File: config.mk
export PLATFORM = sky130hd
export DESIGN_NAME = hdmi_island_scheduler_flat
export DESIGN_NICKNAME = d
export VERILOG_FILES = /design/src/rtl/hdmi_island_scheduler_if.sv /design/src/rtl/hdmi_island_scheduler.sv /design/src/flat_wrapper.sv
export SDC_FILE = /design/constraint.sdc
export NUM_CORES = 1
export LEC_CHECK = 0
export CAP_MARGIN = 20
export CORE_UTILIZATION = 50
export DETAILED_ROUTE_END_ITERATION = 10
export PLACE_DENSITY = 0.73
export SYNTH_ARGS = -nofsm -noshare
export SYNTH_HDL_FRONTEND = slang
export SYNTH_SLANG_ARGS = --single-unit
File: constraint.sdc
create_clock -name clk -period 3.4 [get_ports clk]
set_clock_uncertainty 0.2 [all_clocks]
set_input_delay 0.34 -clock clk [delete_from_list [all_inputs] [get_ports clk]]
set_output_delay 0.34 -clock clk [all_outputs]
set_load 0.005 [all_outputs]
File: src/rtl/hdmi_island_scheduler_if.sv
// Bundle between the video timing sequencer, the island scheduler and the aux packer.
//   blank           : 1 = blanking interval
//   blank_remaining : blanking cycles left, including the current one (valid when blank=1)
//   ready           : per-source packet available, [0] = audio sample
//   grant           : one-hot source grant, held for the 32 data cycles of a packet
//   phase           : 000 control, 101 aux preamble, 100 aux guard, 001 aux data
//   slot            : packet slot 0..31 in data phase, 0 otherwise
//   packet_end      : pulse on slot 31 of each packet
//   island_end      : pulse on the last trailing-guard cycle
//   overrun         : sticky, blank fell while an island was active
// master = timing/source side, slave = scheduler.
interface hdmi_island_scheduler_if;
    logic        blank;
    logic [11:0] blank_remaining;
    logic [3:0]  ready;
    logic [3:0]  grant;
    logic [2:0]  phase;
    logic [4:0]  slot;
    logic        packet_end;
    logic        island_end;
    logic        overrun;

    modport master (
        output blank, blank_remaining, ready,
        input  grant, phase, slot, packet_end, island_end, overrun
    );

    modport slave (
        input  blank, blank_remaining, ready,
        output grant, phase, slot, packet_end, island_end, overrun
    );
endinterface

File: src/rtl/hdmi_island_scheduler.sv
// HDMI data-island scheduler. Places islands (preamble, leading guard, 1..MAX_PACKETS packets
// of 32 data cycles, trailing guard) inside blanking and arbitrates four aux packet sources:
// audio sample (strict priority) and a round-robin over the other three.
//   clk    : pixel clock
//   rst    : asynchronous reset, active-high
//   bus_io : scheduler side of hdmi_island_scheduler_if (see the interface for signal meaning)
// All outputs are registered and reflect the current state.
module hdmi_island_scheduler #(
    parameter int unsigned MAX_PACKETS = 2,
    parameter int unsigned MIN_CTRL    = 12,
    parameter int unsigned TAIL_MARGIN = 12
) (
    input  logic                       clk,
    input  logic                       rst,
    hdmi_island_scheduler_if.slave     bus_io
);

    localparam logic [2:0] StCtrl   = 3'd0;
    localparam logic [2:0] StPre    = 3'd1;
    localparam logic [2:0] StLguard = 3'd2;
    localparam logic [2:0] StData   = 3'd3;
    localparam logic [2:0] StTguard = 3'd4;

    localparam int unsigned CtrlW = (MIN_CTRL > 0) ? $clog2(MIN_CTRL + 1) : 1;

    logic [2:0]       state_q, state_d;
    logic [4:0]       cyc_q, cyc_d;
    logic [CtrlW-1:0] ctrl_cnt_q, ctrl_cnt_d;
    logic [1:0]       rr_ptr_q, rr_ptr_d;
    logic [4:0]       pkt_cnt_q, pkt_cnt_d;
    logic [3:0]       grant_q, grant_d;
    logic [2:0]       phase_q, phase_d;
    logic [4:0]       slot_q, slot_d;
    logic             packet_end_q, packet_end_d;
    logic             island_end_q, island_end_d;
    logic             overrun_q, overrun_d;

    logic [3:0] arb_req, arb_grant;
    logic [1:0] arb_rr;
    logic [2:0] cand;
    logic       start, cont;

    // Arbiter. During data the just-served source is masked for the continue decision.
    always_comb begin
        arb_req   = (state_q == StData) ? (bus_io.ready & ~grant_q) : bus_io.ready;
        arb_grant = 4'b0000;
        arb_rr    = rr_ptr_q;
        cand      = 3'd0;
        if (arb_req[0]) begin
            arb_grant = 4'b0001;
        end else begin
            // Scan furthest-from-pointer first so the nearest ready source is written last.
            for (int k = 2; k >= 0; k--) begin
                cand = {1'b0, rr_ptr_q} + 3'(k);
                if (cand > 3'd3) cand = cand - 3'd3;
                if (arb_req[cand[1:0]]) begin
                    arb_grant = 4'b0001 << cand;
                    arb_rr    = (cand == 3'd3) ? 2'd1 : cand[1:0] + 2'd1;
                end
            end
        end
    end

    assign start = bus_io.blank && (|bus_io.ready) && (ctrl_cnt_q >= CtrlW'(MIN_CTRL)) &&
                   (bus_io.blank_remaining >= 12'(44 + TAIL_MARGIN));
    assign cont  = (|arb_req) && (pkt_cnt_q < 5'(MAX_PACKETS)) &&
                   (bus_io.blank_remaining >= 12'(35 + TAIL_MARGIN));

    always_comb begin
        state_d    = state_q;
        cyc_d      = cyc_q + 5'd1;
        ctrl_cnt_d = ctrl_cnt_q;
        rr_ptr_d   = rr_ptr_q;
        pkt_cnt_d  = pkt_cnt_q;
        grant_d    = grant_q;
        overrun_d  = overrun_q;

        case (state_q)
            StCtrl: begin
                cyc_d = 5'd0;
                if (!bus_io.blank) begin
                    ctrl_cnt_d = '0;
                end else if (ctrl_cnt_q < CtrlW'(MIN_CTRL)) begin
                    ctrl_cnt_d = ctrl_cnt_q + 1'b1;
                end
                if (start) begin
                    state_d    = StPre;
                    ctrl_cnt_d = '0;
                    pkt_cnt_d  = 5'd0;
                end
            end
            StPre: begin
                if (cyc_q == 5'd7) begin
                    state_d = StLguard;
                    cyc_d   = 5'd0;
                end
            end
            StLguard: begin
                if (cyc_q == 5'd1) begin
                    // A source that withdrew since the start yields a null packet (grant=0);
                    // the island still runs to completion.
                    state_d   = StData;
                    cyc_d     = 5'd0;
                    grant_d   = arb_grant;
                    rr_ptr_d  = arb_rr;
                    pkt_cnt_d = pkt_cnt_q + 5'd1;
                end
            end
            StData: begin
                if (cyc_q == 5'd31) begin
                    if (cont) begin
                        grant_d   = arb_grant;  // cyc wraps 31->0 with no gap
                        rr_ptr_d  = arb_rr;
                        pkt_cnt_d = pkt_cnt_q + 5'd1;
                    end else begin
                        state_d = StTguard;
                        cyc_d   = 5'd0;
                        grant_d = 4'b0000;
                    end
                end
            end
            StTguard: begin
                if (cyc_q == 5'd1) begin
                    state_d = StCtrl;
                    cyc_d   = 5'd0;
                end
            end
            default: begin
                state_d = StCtrl;
                cyc_d   = 5'd0;
            end
        endcase

        // Blanking ended under an active island: drop straight back to control.
        if ((state_q != StCtrl) && !bus_io.blank) begin
            state_d    = StCtrl;
            cyc_d      = 5'd0;
            grant_d    = 4'b0000;
            ctrl_cnt_d = '0;
            overrun_d  = 1'b1;
        end
    end

    // Outputs are decoded from the next state so the registers track the state they describe.
    always_comb begin
        case (state_d)
            StPre:             phase_d = 3'b101;
            StLguard, StTguard: phase_d = 3'b100;
            StData:            phase_d = 3'b001;
            default:           phase_d = 3'b000;
        endcase
        slot_d       = (state_d == StData) ? cyc_d : 5'd0;
        packet_end_d = (state_d == StData) && (cyc_d == 5'd31);
        island_end_d = (state_d == StTguard) && (cyc_d == 5'd1);
    end

    always_ff @(posedge clk or posedge rst) begin
        if (rst) begin
            state_q      <= StCtrl;
            cyc_q        <= 5'd0;
            ctrl_cnt_q   <= '0;
            rr_ptr_q     <= 2'd1;
            pkt_cnt_q    <= 5'd0;
            grant_q      <= 4'b0000;
            phase_q      <= 3'b000;
            slot_q       <= 5'd0;
            packet_end_q <= 1'b0;
            island_end_q <= 1'b0;
            overrun_q    <= 1'b0;
        end else begin
            state_q      <= state_d;
            cyc_q        <= cyc_d;
            ctrl_cnt_q   <= ctrl_cnt_d;
            rr_ptr_q     <= rr_ptr_d;
            pkt_cnt_q    <= pkt_cnt_d;
            grant_q      <= grant_d;
            phase_q      <= phase_d;
            slot_q       <= slot_d;
            packet_end_q <= packet_end_d;
            island_end_q <= island_end_d;
            overrun_q    <= overrun_d;
        end
    end

    assign bus_io.grant      = grant_q;
    assign bus_io.phase      = phase_q;
    assign bus_io.slot       = slot_q;
    assign bus_io.packet_end = packet_end_q;
    assign bus_io.island_end = island_end_q;
    assign bus_io.overrun    = overrun_q;

endmodule

File: src/flat_wrapper.sv
// flat-port wrapper written by rule: the top's interface ports become plain ports
module hdmi_island_scheduler_flat 
#(
    parameter int unsigned MAX_PACKETS = 2,
    parameter int unsigned MIN_CTRL    = 12,
    parameter int unsigned TAIL_MARGIN = 12
)
  (clk, rst, bus_io_blank, bus_io_blank_remaining, bus_io_ready, bus_io_grant, bus_io_phase, bus_io_slot, bus_io_packet_end, bus_io_island_end, bus_io_overrun);
  hdmi_island_scheduler_if bus_io_i ();
  input  logic clk;
  input  logic rst;
  input wire logic [$bits(bus_io_i.blank)-1:0] bus_io_blank;
  input wire logic [$bits(bus_io_i.blank_remaining)-1:0] bus_io_blank_remaining;
  input wire logic [$bits(bus_io_i.ready)-1:0] bus_io_ready;
  output wire logic [$bits(bus_io_i.grant)-1:0] bus_io_grant;
  output wire logic [$bits(bus_io_i.phase)-1:0] bus_io_phase;
  output wire logic [$bits(bus_io_i.slot)-1:0] bus_io_slot;
  output wire logic [$bits(bus_io_i.packet_end)-1:0] bus_io_packet_end;
  output wire logic [$bits(bus_io_i.island_end)-1:0] bus_io_island_end;
  output wire logic [$bits(bus_io_i.overrun)-1:0] bus_io_overrun;
  assign bus_io_i.blank = bus_io_blank;
  assign bus_io_i.blank_remaining = bus_io_blank_remaining;
  assign bus_io_i.ready = bus_io_ready;
  assign bus_io_grant = bus_io_i.grant;
  assign bus_io_phase = bus_io_i.phase;
  assign bus_io_slot = bus_io_i.slot;
  assign bus_io_packet_end = bus_io_i.packet_end;
  assign bus_io_island_end = bus_io_i.island_end;
  assign bus_io_overrun = bus_io_i.overrun;
  hdmi_island_scheduler #(.MAX_PACKETS(MAX_PACKETS), .MIN_CTRL(MIN_CTRL), .TAIL_MARGIN(TAIL_MARGIN)) u_core (.clk(clk), .rst(rst), .bus_io(bus_io_i));
endmodule
==> results of run 1 <==
worst min-delay path by stage:
| stage | slack, ns | depth (start not counted) | end | start |
|---|---|---|---|---|
| after floorplan | 0.27 | 1 | u_core.bus_io.grant[0]$_DFFE_PP0P_ | rst |
| after global placement | 0.26 | 1 | u_core.bus_io.overrun$_DFFE_PP0P_ | u_core.bus_io.overrun$_DFFE_PP0P_ |
| after detailed placement | 0.26 | 1 | u_core.bus_io.overrun$_DFFE_PP0P_ | u_core.bus_io.overrun$_DFFE_PP0P_ |
| after CTS | 0.28 | 1 | u_core.bus_io.overrun$_DFFE_PP0P_ | u_core.bus_io.overrun$_DFFE_PP0P_ |
| after global routing | 0.29 | 1 | u_core.bus_io.overrun$_DFFE_PP0P_ | u_core.bus_io.overrun$_DFFE_PP0P_ |
| final | 0.27 | 1 | u_core.bus_io.overrun$_DFFE_PP0P_ | u_core.bus_io.overrun$_DFFE_PP0P_ |
metrics by stage:
| step | utilization (%) | total power (W) | setup slack [ns] | hold slack, ns |
|---|---|---|---|---|
| 4_1_cts | 64.9 | 0.000845 | 0.743 | 0.279 |
| 2_1_floorplan | - | 0.000480 | 1.02 | 0.268 |
| 5_1_grt | 64.9 | 0.000874 | 0.537 | 0.290 |
| 6_report | 64.9 | 0.000837 | 0.740 | 0.272 |
| 3_5_place_dp | 62.4 | 0.000527 | 0.454 | 0.261 |
| 3_3_place_gp | 62.4 | 0.000526 | 0.528 | 0.257 |
cell usage after synthesis (3+ instances only):
library cell,n,share of area [%]
sky130_fd_sc_hd__a21oi_1,14,3.2
sky130_fd_sc_hd__a22oi_1,3,1.0
sky130_fd_sc_hd__and2_1,5,1.4
sky130_fd_sc_hd__clkbuf_1,4,0.69
sky130_fd_sc_hd__dfrtp_1,32,37
sky130_fd_sc_hd__ha_1,11,6.3
sky130_fd_sc_hd__inv_1,10,1.7
sky130_fd_sc_hd__mux2i_1,3,1.4
sky130_fd_sc_hd__mux4_2,4,4.1
sky130_fd_sc_hd__nand2_1,22,3.8
sky130_fd_sc_hd__nand2b_1,5,1.4
sky130_fd_sc_hd__nand3_1,3,0.69
sky130_fd_sc_hd__nand3b_1,3,1.0
sky130_fd_sc_hd__nand4b_1,5,2.0
sky130_fd_sc_hd__nor2_1,25,4.3
sky130_fd_sc_hd__nor2b_1,8,2.3
sky130_fd_sc_hd__nor3_1,7,1.6
sky130_fd_sc_hd__o21ai_0,10,2.3
sky130_fd_sc_hd__o31ai_1,4,1.4
sky130_fd_sc_hd__or3_1,3,0.86
sky130_fd_sc_hd__or4_1,3,1.0
cell type report:
type                       count  area share [%]
multi-input combinational    181            48.0
sequential                    33            31.2
timing repair buffer          36            13.2
clock buffer                   7            3.63
tap                           50            2.36
inverter                      10            1.42
clock inverter                 1           0.189
metal layers:
metal,share of wire (%),wire length (um)
met5,0,0
met2,47,2320
met1,49,2410
met3,2.8,136
met4,0.49,24
critical path: stages, from the launching register on:
cell                       delay [ns]
sky130_fd_sc_hd__dfrtp_1         0.59
sky130_fd_sc_hd__nand4b_1        0.25
sky130_fd_sc_hd__a22oi_1         0.15
sky130_fd_sc_hd__a211oi_4        0.50
sky130_fd_sc_hd__a31oi_2         0.22
sky130_fd_sc_hd__or3_1           0.45
sky130_fd_sc_hd__a22oi_1         0.21
where the power goes:
part           leakage [nW]  switching, W  total, W  internal (W)
Clock                0.0542      0.000134  0.000317      0.000183
Combinational         0.599     0.0000536  0.000109     0.0000550
Sequential            0.445     0.0000105  0.000412      0.000401
Total                  1.10      0.000198  0.000837      0.000639
state kept, by name, summed over array words and instances (netlist names):
register	flops
u_core.bus_io.slot	5
u_core.cyc_q	5
u_core.pkt_cnt_q	5
u_core.bus_io.grant	4
u_core.ctrl_cnt_q	4
u_core.state_q	3
u_core.bus_io.phase	2
u_core.rr_ptr_q	2
u_core.bus_io.island_end	1
u_core.bus_io.overrun	1
u_core.bus_io.packet_end	1
cell families (layout without fill, tap and decap cells):
family	after synthesis	in the layout	synth area share, %
simple gates	98	98	23.9
compound gates	59	59	20.5
flops	33	33	38.1
buf+inv	18	54	3.40
fa+ha+maj	11	11	6.33
mux	8	8	6.05
xor+xnor	4	4	1.61
other cells	1	1	0.173
==> out/summary.md, run 1 <==
• ratio of total power to cell area: 316 nW/um2
• number of maximum-capacitance constraint violations: 0
• summed instance area of the synthesized netlist: 2170 um2
• slew at the pin with the worst max-slew slack: 0.839 ns
• maximum fanout along the worst path: 20
• wire length of the first global-routing pass: 7740 um
• worst setup slack for register-to-register paths: 0.74 ns
• Reg2Reg Capture Point: u_core.rr_ptr_q[0]$_DFFE_PP1P_
• area of the core: 4090 um2
• number of placed I/O pins: 34
• HP Class: register to register
• number of cells on the worst reg-to-reg path: 6
• via/cell ratio: 5.88
• startpoint of the lowest-slack register-to-register path: u_core.state_q[0]$_DFF_PP0_
• Worst setup EP type: register
• clock tree from TritonCTS: done
• die outline height: 67.9 um
• vias in the first global route: 1633
• final total negative setup slack: 0 ns
• Static Leak: 1.10 nW
• clock tree root driver cell: sky130_fd_sc_hd__clkbuf_8
• fraction of the yosys area taken by sequential cells: 38.1%
• number of nets with antenna violations after detailed routing: 0
• Die Width: 67.9 um
• Post-Place Cell Area: 2550 um2
• data required time of the critical path: 3.40 ns
• antenna violations before repair: 0
• final count of hold timing violations: 0
• HPWL Detailed: 3750 um
• cell count after synthesis: 232
• routing usage on met1: 33.4%
• most frequent cells in the layout: sky130_fd_sc_hd__clkdlybuf4s50_1 (32), sky130_fd_sc_hd__dfrtp_1 (32), sky130_fd_sc_hd__nor2_1 (25)
• distinct cell type count of the synthesized netlist: 58
• origin of the worst setup path: u_core.state_q[0]$_DFF_PP0_
• Overflow after GRT: 0
• number of buffers inserted for hold repair after clock tree synthesis: 0
• TritonCTS Sinks: 33
• NumNets Final: 297
• fin. max-slew vios: 0
• top_reg_cell synth: sky130_fd_sc_hd__dfrtp_1
• Std-Cell Rows: 23
• Num CTS Buffers: 5
• Post-Synthesis Mean Instance Area: 9.37 um2
• type of the worst setup path: register to register
• GR Util met3: 4.00%
• Clock Latency Late Sink: 0.28 ns
• Yosys warnings: 0
• clock slew seen by the registers of the worst setup and hold paths: 0.06 ns
• met2 Resource Use GR: 34.3%
• # Post-CTS Setup Buffers: 0
• number of H-tree levels: 2
• effective utilization at floorplan: 53.2%
• final setup violation count: 0
• DR DRC count: 0
• unrepaired setup endpoints after global routing: no
• iteration count of the initial detailed-routing pass: 4
• most heavily used metal layer in global routing: met2
• Die Footprint: 4610 um2
• peak ir drop on the vdd network: 288 uV
• initial DRC count: 134
• startpoint kind of the worst setup timing path: register
• deepest clock path buffer count: 2
• Post-synth EDFFs: 0
• combined global-route utilization of all metal layers: 22.9%
• average detailed-routed wire length per instance: 15.4 um
• wire length reported by the detailed router: 4890 um
• global placer's final weighted congestion: 0.883
• sequential cell area in the final layout: 827 um2
• Crit path arrival time: 2.65 ns
• growth of design area from synthesis to finish: 22.0%
• crit share post-route: 78.2%
• post-route cell area: 2650 um2
• outcome: finished clean
• maximum number of pins on one net before global-route repair: 24
• Port-buffer cells: 32
• total instance count after detailed placement: 310
• fraction of final layout cells sized beyond drive strength 1: 9.70%
• number of vias in the routed layout: 1870
• fill cell count: 342
• final standard cell count with taps included and fillers excluded: 318
• worst setup path end: u_core.rr_ptr_q[0]$_DFFE_PP1P_
• Fmax achieved: 376 MHz
• area taken by multi-input logic gates: 1270 um2
• Async S/R FF share, synth: 100%
• min cycle time layout: 2.66 ns
• synthesized netlist net count: 262
• CTS resizes: 0
• Yosys reg bits: 33
• n_diodes: 0
• worst slew slack as a fraction of its limit: 44.0%
Note: power is estimated with default switching activity, not from simulation.
==> run 2: changes to the inputs <==
--- a/config.mk
+++ b/config.mk
@@ -6,9 +6,9 @@
 export NUM_CORES = 1
 export LEC_CHECK = 0
 export CAP_MARGIN = 20
-export CORE_UTILIZATION = 50
+export CORE_UTILIZATION = 49
 export DETAILED_ROUTE_END_ITERATION = 10
-export PLACE_DENSITY = 0.73
+export PLACE_DENSITY = 0.75
 export SYNTH_ARGS = -nofsm -noshare
 export SYNTH_HDL_FRONTEND = slang
 export SYNTH_SLANG_ARGS = --single-unit
==> constraint.sdc (replaced) <==
create_clock -name clk -period 2.39 [get_ports clk]
set_clock_uncertainty 0.2 [all_clocks]
set_input_delay 0.239 -clock clk [delete_from_list [all_inputs] [get_ports clk]]
set_output_delay 0.239 -clock clk [all_outputs]
set_load 0.005 [all_outputs]
==> run 2 against run 1 <==
Compared with the run above: the flow now finishes with violations (negative setup slack); highest routed layer unchanged; first-iteration DRC count decreased by 21%; global-route usage increased by 2.9 points; final area increased by 16%; critical endpoint is now u_core.pkt_cnt_q[4]$_DFFE_PP0P_; combinational power increased by 72%; critical path type unchanged; cell count increased by 14%.
==> out/summary.md, run 2 (synthesis results as in run 1) <==
• Worst setup EP type: register
• vias in the first global route: 1975, +21%
• effective utilization at floorplan: 52.8%, -0.37 points
• most heavily used metal layer in global routing: met2
• clock network power share: 40.2%, +2.4 points
• peak ir drop on the vdd network: 431 uV, +50%
• DR DRC count: 0, unchanged
• antenna violations before repair: 0, unchanged
• slew at the pin with the worst max-slew slack: 0.612 ns, -0.226 ns
• Overflow after GRT: 0, unchanged
• min cycle time layout: 2.40 ns, -0.261 ns
• clock tree from TritonCTS: done
• global placer's final weighted congestion: 0.883, about the same
• worst slew slack as a fraction of its limit: 58.8%, +15 points
• growth of design area from synthesis to finish: 41.6%
• Comb pwr share: 14.6%, +1.6 points
• startpoint kind of the worst setup timing path: register
• iteration count of the initial detailed-routing pass: 4, unchanged
• Post-Place Cell Area: 2810 um2, +10%
• fraction of final layout cells sized beyond drive strength 1: 26.6%, +17 points
• average detailed-routed wire length per instance: 16.0 um, +4.2%
• number of nets with antenna violations after detailed routing: 0, unchanged
• initial DRC count: 106, -21%
• n_diodes: 0, unchanged
• Die Footprint: 4710 um2, +2.0%
• via/cell ratio: 5.86, -0.27%
• worst setup slack for register-to-register paths: -0.008 ns, -0.75 ns
• combined global-route utilization of all metal layers: 25.8%, +2.9 points
• Std-Cell Rows: 23, unchanged
• final setup violation count: 1, +1
• number of buffers inserted for hold repair after clock tree synthesis: 0, unchanged
• Layout Utilization: 74.8%, +9.9 points
• Internal Power: 0.000976 W, +53%
• Static Leak: 1.32 nW, +20%
• Fmax achieved: 417 MHz, +11%
• maximum fanout along the worst path: 5, -75%
• sequential share of power: 45.3%, -3.9 points
• outcome: finished with violations
• number of H-tree levels: 2, unchanged
• most frequent cells in the layout: sky130_fd_sc_hd__buf_4 (47), sky130_fd_sc_hd__dfrtp_1 (32), sky130_fd_sc_hd__clkdlybuf4s50_1 (29)
• maximum number of pins on one net before global-route repair: 34, +42%
• met2 Resource Use GR: 42.5%, +8.2 points
• clock slew seen by the registers of the worst setup and hold paths: 0.07 ns, about the same
• die outline height: 68.6 um, +0.99%
• Clock Latency Late Sink: 0.29 ns, about the same
• post-route worst setup slack: -0.00837 ns, -0.749 ns
• startpoint of the lowest-slack register-to-register path: u_core.pkt_cnt_q[1]$_DFFE_PP0P_
• fin. max-slew vios: 0, unchanged
• HPWL Detailed: 4020 um, +7.3%
• wire length reported by the detailed router: 5800 um, +19%
• type of the worst setup path: register to register
• number of maximum-capacitance constraint violations: 0, unchanged
• number of cells on the worst reg-to-reg path: 6, unchanged
• ratio of total power to cell area: 418 nW/um2, +32%
• TritonCTS Sinks: 33, unchanged
• crit share post-route: 100%, +22 points
• Port-buffer cells: 32, unchanged
• Switch Pwr: 0.000310 W, +57%
• number of placed I/O pins: 34, unchanged
• wire length of the first global-routing pass: 8980 um, +16%
• unrepaired setup endpoints after global routing: yes
• Reg2Reg Capture Point: u_core.pkt_cnt_q[4]$_DFFE_PP0P_
• switching share of total power: 24.1%, +0.46 points
• Num CTS Buffers: 5, unchanged
• Crit path arrival time: 2.41 ns, -0.24 ns
• HP Class: primary input to asynchronous set/reset pin
• area of the core: 4120 um2, +0.70%
• number of vias in the routed layout: 2123, +14%
• NumNets Final: 341, +15%
• data required time of the critical path: 2.41 ns, -0.99 ns
• GR Util met3: 5.10%, +1.1 points
• violations in the final reports: negative setup slack
• post-route cell area: 3080 um2, +16%
• clock tree root driver cell: sky130_fd_sc_hd__clkbuf_8
• deepest clock path buffer count: 2, unchanged
• Die Width: 68.6 um, +0.99%
• leading cell type in the layout, fill and taps excluded: sky130_fd_sc_hd__buf_4
• routing usage on met1: 33.3%, -0.17 points
• final count of hold timing violations: 0, unchanged
==> run 2: cell types whose count changed in the layout (fill, tap and decap cells not counted), moves of 3 or more <==
cell / previous run / this run
sky130_fd_sc_hd__a22oi_2: 0 / 3
sky130_fd_sc_hd__clkdlybuf4s50_1: 32 / 29
sky130_fd_sc_hd__a22oi_1: 3 / 0
sky130_fd_sc_hd__buf_4: 4 / 47
sky130_fd_sc_hd__dlygate4sd2_1: 0 / 3
==> run 2: metal layers <==
layer | up-vias | share of wire, %
li1 | 1019 | -
met4 | 0 | 1.9
met3 | 11 | 5.4
met1 | 1034 | 44
met5 | - | 0
met2 | 59 | 49
==> run 2: final cells by class <==
class | count | area (um2)
inverter | 10 | 37.5
timing repair buffer | 79 | 669
multi-input combinational | 182 | 1370
fill | 298 | 1040
tap | 50 | 62.6
clock buffer | 6 | 72.6
clock inverter | 2 | 35.0
sequential | 33 | 827
==> run 2: timing repair <==
| item | in CTS | in global routing |
|---|---|---|
| pin swaps | 13 | 5 |
| endpoints found under the setup margin | 15 | 9 |
| buffers inserted | 6 | 3 |
| cloned | 1 | 0 |
| resized for setup | 10 | 10 |
==> run 2: per-stage QoR <==
| step | total power [W] | hold slack [ns] | worst slack (ns) | cells | TNS, ns |
|---|---|---|---|---|---|
| after CTS | 0.00128 | 0.159 | -0.000666 | 359 | -0.000666 |
| after global routing | 0.00134 | 0.208 | -0.108 | 362 | -0.636 |
| final | 0.00129 | 0.138 | -0.00837 | 362 | -0.00837 |
| after detailed placement | 0.000766 | 0.270 | -0.441 | 344 | -9.74 |
| after floorplan | 0.000682 | 0.167 | 0.0121 | 232 | 0 |
| after global placement | 0.000760 | 0.260 | -0.321 | 344 | -7.15 |
==> run 2: how the worst max path moves through the flow <==
stage / start / end / slack, ns / cells past startpoint
2_1_floorplan: u_core.pkt_cnt_q[4]$_DFFE_PP0P_ / u_core.pkt_cnt_q[4]$_DFFE_PP0P_ / 0.01 / 5
3_3_place_gp: bus_io_blank_remaining[11] / u_core.bus_io.phase[2]$_DFF_PP0_ / -0.32 / 7
3_5_place_dp: bus_io_blank_remaining[11] / u_core.pkt_cnt_q[3]$_DFFE_PP0P_ / -0.44 / 7
4_1_cts: u_core.pkt_cnt_q[1]$_DFFE_PP0P_ / u_core.pkt_cnt_q[4]$_DFFE_PP0P_ / -0.0007 / 6
5_1_grt: bus_io_blank_remaining[11] / u_core.pkt_cnt_q[3]$_DFFE_PP0P_ / -0.11 / 7
6_report: u_core.pkt_cnt_q[1]$_DFFE_PP0P_ / u_core.pkt_cnt_q[4]$_DFFE_PP0P_ / -0.008 / 6
==> run 2: critical path, cell delays in order (launching register included) <==
cell	delay, ns
sky130_fd_sc_hd__dfrtp_1	0.39
sky130_fd_sc_hd__or4_4	0.56
sky130_fd_sc_hd__a211oi_4	0.24
sky130_fd_sc_hd__buf_4	0.19
sky130_fd_sc_hd__a221oi_4	0.08
sky130_fd_sc_hd__or4_1	0.52
sky130_fd_sc_hd__a21oi_1	0.15
==> run 2: power groups by stage <==
stage | clock network (W) | registers [W] | logic (W)
finish | 0.000517 | 0.000582 | 0.000187
CTS | 0.000517 | 0.000582 | 0.000181
detailed placement | 0 | 0.000592 | 0.000173
global route | 0.000547 | 0.000583 | 0.000206
floorplan | 0 | 0.000590 | 0.0000924
global placement | 0 | 0.000592 | 0.000169
==> run 3: changes to the inputs <==
--- a/config.mk
+++ b/config.mk
@@ -5,10 +5,13 @@
 export SDC_FILE = /design/constraint.sdc
 export NUM_CORES = 1
 export LEC_CHECK = 0
+export ABC_AREA = 1
 export CAP_MARGIN = 20
-export CORE_UTILIZATION = 49
+export CELL_PAD_IN_SITES_DETAIL_PLACEMENT = 1
+export CELL_PAD_IN_SITES_GLOBAL_PLACEMENT = 2
+export CORE_UTILIZATION = 28
 export DETAILED_ROUTE_END_ITERATION = 10
-export PLACE_DENSITY = 0.75
+export PLACE_DENSITY = 0.73
 export SYNTH_ARGS = -nofsm -noshare
 export SYNTH_HDL_FRONTEND = slang
 export SYNTH_SLANG_ARGS = --single-unit
==> run 3 against run 2 <==
Compared with the run above: the flow now finishes without violations; critical path depth increased by 6; non-clock buffer count decreased by 41; worst setup slack improved by 0.24 ns; total power increased by 93%; register-to-register slack improved by 0.24 ns; flip-flop and latch count unchanged; hold slack improved by 0.0038 ns; area after synthesis increased by 3.4%; synthesized cell count increased by 23%; sequential power increased by 33%; first-iteration DRC count decreased by 61%; maximum frequency increased by 11%.
==> out/summary.md, run 3 <==
• outcome: finished clean
• worst setup slack for register-to-register paths: 0.24 ns, +0.24 ns
• fraction of final layout cells sized beyond drive strength 1: 23.7%, -2.9 points
• peak ir drop on the vdd network: 351 uV, -18%
• maximum number of pins on one net before global-route repair: 34, unchanged
• Port-buffer cells: 32, unchanged
• number of H-tree levels: 2, unchanged
• uppermost layer routed: met4
• number of nets with antenna violations after detailed routing: 0, unchanged
• Die Footprint: 8390 um2, +78%
• final setup violation count: 0, -1
• delay of the slowest critical-path stage: 0.56 ns, about the same
• clock tree from TritonCTS: done
• crit share post-route: 90.1%, -10 points
• Crit path arrival time: 2.13 ns, -0.28 ns
• Reg2Reg Capture Point: u_core.rr_ptr_q[1]$_DFFE_PP0P_
• fraction of synthesized cell area taken by the top area cell type: 35.6%, -1.2 points
• Layout Utilization: 36.7%, -38 points
• startpoint of the lowest-slack register-to-register path: u_core.rr_ptr_q[0]$_DFFE_PP1P_
• deepest clock path buffer count: 2, unchanged
• min cycle time layout: 2.15 ns, -0.244 ns
• cell count along the critical path: 12, +6
• Yosys reg bits: 33, unchanged
• average detailed-routed wire length per instance: 12.8 um, -20%
• met2 layer wire length in the routed design: 2590 um, -8.0%
• cell count after synthesis: 286, +23%
• Fmax achieved: 464 MHz, +11%
• number of vias in the routed layout: 1878, -12%
• CTS resizes: 0, -10
• die outline height: 91.6 um, +34%
• number of cells on the worst reg-to-reg path: 12, +6
• synthesized netlist net count: 316, +21%
• Async S/R FF share, synth: 100%, unchanged
• type of the worst setup path: register to register
• Static Leak: 1.39 nW, +5.4%
• leading cell type in the layout, fill and taps excluded: sky130_fd_sc_hd__nand2_1
• data required time of the critical path: 2.36 ns, -0.05 ns
• HP Class: primary input to asynchronous set/reset pin
• Clock Latency Late Sink: 0.29 ns, about the same
• growth of design area from synthesis to finish: 26.2%
• Post-synth EDFFs: 0, unchanged
• maximum fanout along the worst path: 6, +1
• clock tree root driver cell: sky130_fd_sc_hd__clkbuf_8
• origin of the worst setup path: u_core.rr_ptr_q[0]$_DFFE_PP1P_
• fill cell count: 961, +220%
• number of buffers inserted for hold repair after clock tree synthesis: 0, unchanged
• cell type group with the largest total delay on the critical path: flip-flops
• Std-Cell Rows: 32, +39%
• Die Width: 91.6 um, +34%
• wire length of the first global-routing pass: 9630 um, +7.2%
• critical path's slowest cell: sky130_fd_sc_hd__dfstp_2
• via/cell ratio: 4.36, -26%
• initial DRC count: 41, -61%
• final count of hold timing violations: 0, unchanged
• ratio of total power to cell area: 877 nW/um2, +110%
• clock slew seen by the registers of the worst setup and hold paths: 0.07 ns, about the same
• antenna violations before repair: 0, unchanged
• number of placed I/O pins: 34, unchanged
• worst setup path end: u_core.rr_ptr_q[1]$_DFFE_PP0P_
• most frequent cells in the layout: sky130_fd_sc_hd__nand2_1 (45), sky130_fd_sc_hd__inv_1 (36), sky130_fd_sc_hd__nor2_1 (33)
• effective utilization at floorplan: 29.1%, -24 points
• Yosys warnings: 0, unchanged
• DR DRC count: 0, unchanged
• commonest cells in the synthesized netlist: sky130_fd_sc_hd__nand2_1 (45), sky130_fd_sc_hd__inv_1 (36), sky130_fd_sc_hd__nor2_1 (33)
• top cells by area in the synthesized netlist: sky130_fd_sc_hd__dfrtp_1 (36%), sky130_fd_sc_hd__nand2_1 (7.5%), sky130_fd_sc_hd__ha_1 (6.1%)
• top-count cell post-synth: sky130_fd_sc_hd__nand2_1
• unrepaired setup endpoints after global routing: no
• fin. max-slew vios: 0, unchanged
• HPWL Detailed: 4440 um, +11%
• cell-by-cell trace of the critical path: inv_1 -> ha_1 -> inv_1 -> nand2_1 -> o21ai_1 -> inv_1 -> nand2_1 -> nand2_2 -> nor2_2 -> nor2_4 -> nand2_1 -> o21ai_1
• area of the core: 7730 um2, +88%
• Num CTS Buffers: 5, unchanged
• distinct cell type count of the synthesized netlist: 37, -36%
• detailed route wirelength on metal3: 157 um, -50%
• # Post-CTS Setup Buffers: 0, -6
• number of buffers and inverters on the critical path: 3, +2
• library cell occupying the most area in the post-synthesis netlist: sky130_fd_sc_hd__dfrtp_1
• combined global-route utilization of all metal layers: 14.6%, -11 points
• fraction of the yosys area taken by sequential cells: 36.8%, -1.3 points
• TritonCTS Sinks: 33, unchanged
• iteration count of the initial detailed-routing pass: 2, -2
• routed length on met1: 2680 um, +4.7%
• n_diodes: 0, unchanged
• summed instance area of the synthesized netlist: 2250 um2, +3.4%
• Overflow after GRT: 0, unchanged
• number of maximum-capacitance constraint violations: 0, unchanged
• global placer's final weighted congestion: 0.760, -14%
• Post-Synthesis Mean Instance Area: 7.86 um2, -16%
• final total negative setup slack: 0 ns, +0.00837 ns
• top_reg_cell synth: sky130_fd_sc_hd__dfrtp_1
• Worst setup EP type: register
• NumNets Final: 358, +5.0%
• startpoint kind of the worst setup timing path: register
• vias in the first global route: 2034, +3.0%
• wire length reported by the detailed router: 5520 um, -4.9%
-- run 3: changes by cell type after synthesis, sizes merged, moves of 5 or more --
cell	delta
a21oi	-5
and2	-5
inv	+37
nand3	+22
nand2b	-5
nor2	+16
nor2b	-8
nand4	+5
nand2	+46
nand4b	-5
-- run 3: per-layer routing --
metal / vias up / global-route usage, %
li1: 994 / -
met1: 852 / 18.6
met2: 25 / 24.9
met4: 0 / 5.56
met3: 7 / 2.18
met5: - / 0
-- run 3: how the worst min path moves through the flow --
stage,to,slack (ns),cells past startpoint
2_1_floorplan,u_core.bus_io.grant[0]$_DFFE_PP0P_,0.17,1
3_3_place_gp,u_core.bus_io.overrun$_DFFE_PP0P_,0.26,1
3_5_place_dp,u_core.bus_io.overrun$_DFFE_PP0P_,0.26,1
4_1_cts,u_core.ctrl_cnt_q[0]$_DFFE_PP0P_,0.17,3
5_1_grt,u_core.ctrl_cnt_q[2]$_DFFE_PP0P_,0.23,3
6_report,u_core.ctrl_cnt_q[0]$_DFFE_PP0P_,0.14,3
-- run 3: cells by family (layout without fill, tap and decap cells) --
group	count (synthesis)	after routing	synth area share, %
AND/OR/NAND/NOR	153	153	37.1
multiplexers	1	1	0.445
flip-flops	33	33	36.8
AO/OA/AOI/OAI	33	33	8.85
other	1	1	0.167
buffers and inverters	50	93	8.96
adder cells (fa/ha/maj)	11	11	6.12
XOR/XNOR	4	4	1.56
-- run 3: stage by stage --
stage	power (W)	worst slack, ns	hold slack, ns	std cells	instance area (um2)
final	0.00249	0.236	0.142	431	2840
after global routing	0.00274	0.0138	0.233	431	2840
after detailed placement	0.00204	0.175	0.259	423	2720
after global placement	0.00204	0.194	0.265	423	2720
after floorplan	0.00164	0.250	0.167	286	2250
after CTS	0.00254	0.190	0.167	431	2820
-- run 3: worst register-to-register path, delay by kind of cell (launching register included) --
family	cells	cell delay, ns
and+or+nand+nor	6	0.54
buffers and inverters	3	0.27
adders and majority gates	1	0.30
DFF	1	0.56
AOI/OAI and AO/OA	2	0.17
-- run 3: layout make-up --
cell class,count,area (um2),share of cell area (%)
flip-flops and latches,33,827,29.2
well taps,102,128,4.50
inverters,47,179,6.31
multi-input cells,203,1240,43.6
repair buffers,38,365,12.9
clock buffers,7,96.3,3.40
clock inverters,1,5.00,0.176
-- run 3: where the power goes --
| group | switching (W) | leakage [nW] | internal (W) |
|---|---|---|---|
| registers | 0.000115 | 0.434 | 0.000661 |
| logic | 0.000754 | 0.901 | 0.000489 |
| clock network | 0.000208 | 0.0542 | 0.000260 |
| total | 0.00108 | 1.39 | 0.00141 |
==> variant (flow settings as in run 3) <==
`MIN_CTRL` is set to 12 in 2 places; all go to 24.
--- a/src/rtl/hdmi_island_scheduler.sv
+++ b/src/rtl/hdmi_island_scheduler.sv
@@ -7,7 +7,7 @@
 // All outputs are registered and reflect the current state.
 module hdmi_island_scheduler #(
     parameter int unsigned MAX_PACKETS = 2,
-    parameter int unsigned MIN_CTRL    = 12,
+    parameter int unsigned MIN_CTRL    = 24,
     parameter int unsigned TAIL_MARGIN = 12
 ) (
     input  logic                       clk,
--- a/src/flat_wrapper.sv
+++ b/src/flat_wrapper.sv
@@ -2,7 +2,7 @@
 module hdmi_island_scheduler_flat 
 #(
     parameter int unsigned MAX_PACKETS = 2,
-    parameter int unsigned MIN_CTRL    = 12,
+    parameter int unsigned MIN_CTRL    = 24,
     parameter int unsigned TAIL_MARGIN = 12
 )
   (clk, rst, bus_io_blank, bus_io_blank_remaining, bus_io_ready, bus_io_grant, bus_io_phase, bus_io_slot, bus_io_packet_end, bus_io_island_end, bus_io_overrun);
Function: same outputs for any inputs over 10 cycles, from zero or initial values and one cycle with rst high; that may be too few to reach the edited logic, so the function may still have changed.
==> variant against run 3 <==
Critical path type unchanged; cell area up 0.97%; fmax down 2.4%; synthesized area down 2.2%; total power down 16%; worst setup slack worse by 53 ps; critical path depth unchanged; global-route usage up 0.58 points; clock power up 40%; routed wire length up 6.3%; sequential cell count up 1.
==> variant: results (changes against run 3) <==
** Setup path
- The arrival time of data at the critical path endpoint came to 2190 ps (+60 ps).
- The reg2reg setup slack came to 180 ps (-50 ps).
- The maximum fanout encountered on the critical timing path came to 5 (-1).
- Worst reg-to-reg path cell count :: 12 (unchanged)

** Timing
- The worst hold slack came to 139 ps (-3.02 ps).
- The fmax is 453 MHz (-2.4%).

** Worst hold path
- The worst hold path belongs to the class in -> async.

** Place
- The placement-stage worst setup slack came to 9.62 ps (-165 ps).
- The half-perimeter wire length of the detailed placement result was 4630 um (+4.1%).
- The weighted congestion at the end of routability-driven global placement is 0.774 (+1.8%).
- Cell count after placement :: 434 (+2.6%)
- The area after detailed placement is 2680 um2 (-1.4%).

** Global route
- Maximum number of pins on one net before global-route repair :: 35 (+2.9%)
- Vias in the first global route :: 2,139 (+5.2%)
- The total global routing track utilization came to 15.2% (+0.58 points).
- The global-route wire length before repair was 10,100 um (+5.3%).

** Logic synthesis
- The synthesized area per cell was 7.37 um2 (-6.2%).
- Sequential cell area fraction in the yosys report :: 38.8% (+2.0 points)
- The synthesized netlist net count was 328 (+3.8%).
- In the post-synthesis netlist, the biggest area contributors are dfrtp_1 38%, nand2_1 12%, inv_1 8.0%.
- Commonest cells in the netlist :: 69 x nand2_1, 47 x inv_1, 41 x nor2_1, 33 x dfrtp_1, 18 x nand3_1
- Count of cell types in the netlist :: 34 (-8.1%)

** Detailed routing
- Number of DRC markers in iteration 0 :: 73 (+78%)
- Total met3 wirelength after detailed routing :: 117 um (-25%)
- Overall routed net length :: 5860 um (+6.3%)
- Avg Vias per Cell :: 4.48 (+2.7%)
- The routed length on met2 is 2850 um (+9.9%).
- The number of detailed-routing iterations run before antenna repair came to 4 (+2).
- Post-Route M1 WL :: 2860 um (+6.5%)
- Highest signal layer in the routed design :: met4

** CTS
- Deepest level of the CTS H-tree :: 2 (unchanged)
- Worst-skew pair later-pin latency :: 290 ps (about the same)
- Cell at the root of the clock tree :: clkbuf_8

** Final layout
- Fillers :: 922 (-4.1%)
- Fraction of layout cells with a size suffix above 1 :: 14.4% (-9.3 points)
- Final net count :: 376 (+5.0%)
- Post-route non-filler standard cell count :: 446 (+3.5%)

** Pwr
- Max rail drop VDD :: 392 uV (+12%)
- The static leakage was 0.00139 uW (about the same).

** Run status
- Outcome :: finished clean
variant: changes by cell type after synthesis, moves of 3 or more:
cell	before	now
inv_1	36	47
inv_2	10	4
nand2_1	45	69
nand2_2	18	10
nand2_4	5	1
nand4_1	2	6
nand4_2	4	0
nor2_1	33	41
nor2_2	6	2
nor3_1	6	3
o211ai_1	4	9
o21ai_0	2	11
o21ai_1	13	2
xor2_1	2	5
variant: power by group:
group          switching (uW)  internal (uW)
clock network             236            418
logic                     439            272
registers                75.8            640
total                     751           1330
variant: timing repair:
item                                    4_1_cts  5_1_grt
setup buffers                                 0        4
resized for setup                             0        4
endpoints found under the setup margin        0        7
variant: area by class of cell:
cell class	instances	area, um2	area share [%]
multi-input cells	211	1160	40.5
clock buffers	5	68.8	2.40
repair buffers	42	395	13.8
inverters	52	195	6.82
clock inverters	3	68.8	2.40
well taps	99	124	4.33
flip-flops and latches	34	852	29.8
variant: metal layers:
metal,track usage [%],vias up
met1,20.0,946
met2,26.1,16
li1,-,1030
met4,2.82,0
met5,0,-
met3,2.78,4
variant: worst max-delay path, cell delays in order (launching register included):
cell and delay (ps):
dfstp_2 590, inv_1 90, ha_4 250, inv_2 60, nand2_1 60, o21ai_2 160
inv_1 80, nand2_2 110, nand4_1 190, nand3_2 170, nand2_1 60, inv_1 60
nor2_1 40
variant: logic make-up after synthesis:
family | synth area share (%)
buffers and inverters | 9.23
AOI/OAI and AO/OA | 9.40
xor gates and xnor gates | 2.39
other | 0.171
and+or+nand+nor | 33.8
DFF | 38.8
adders and majority gates | 6.26
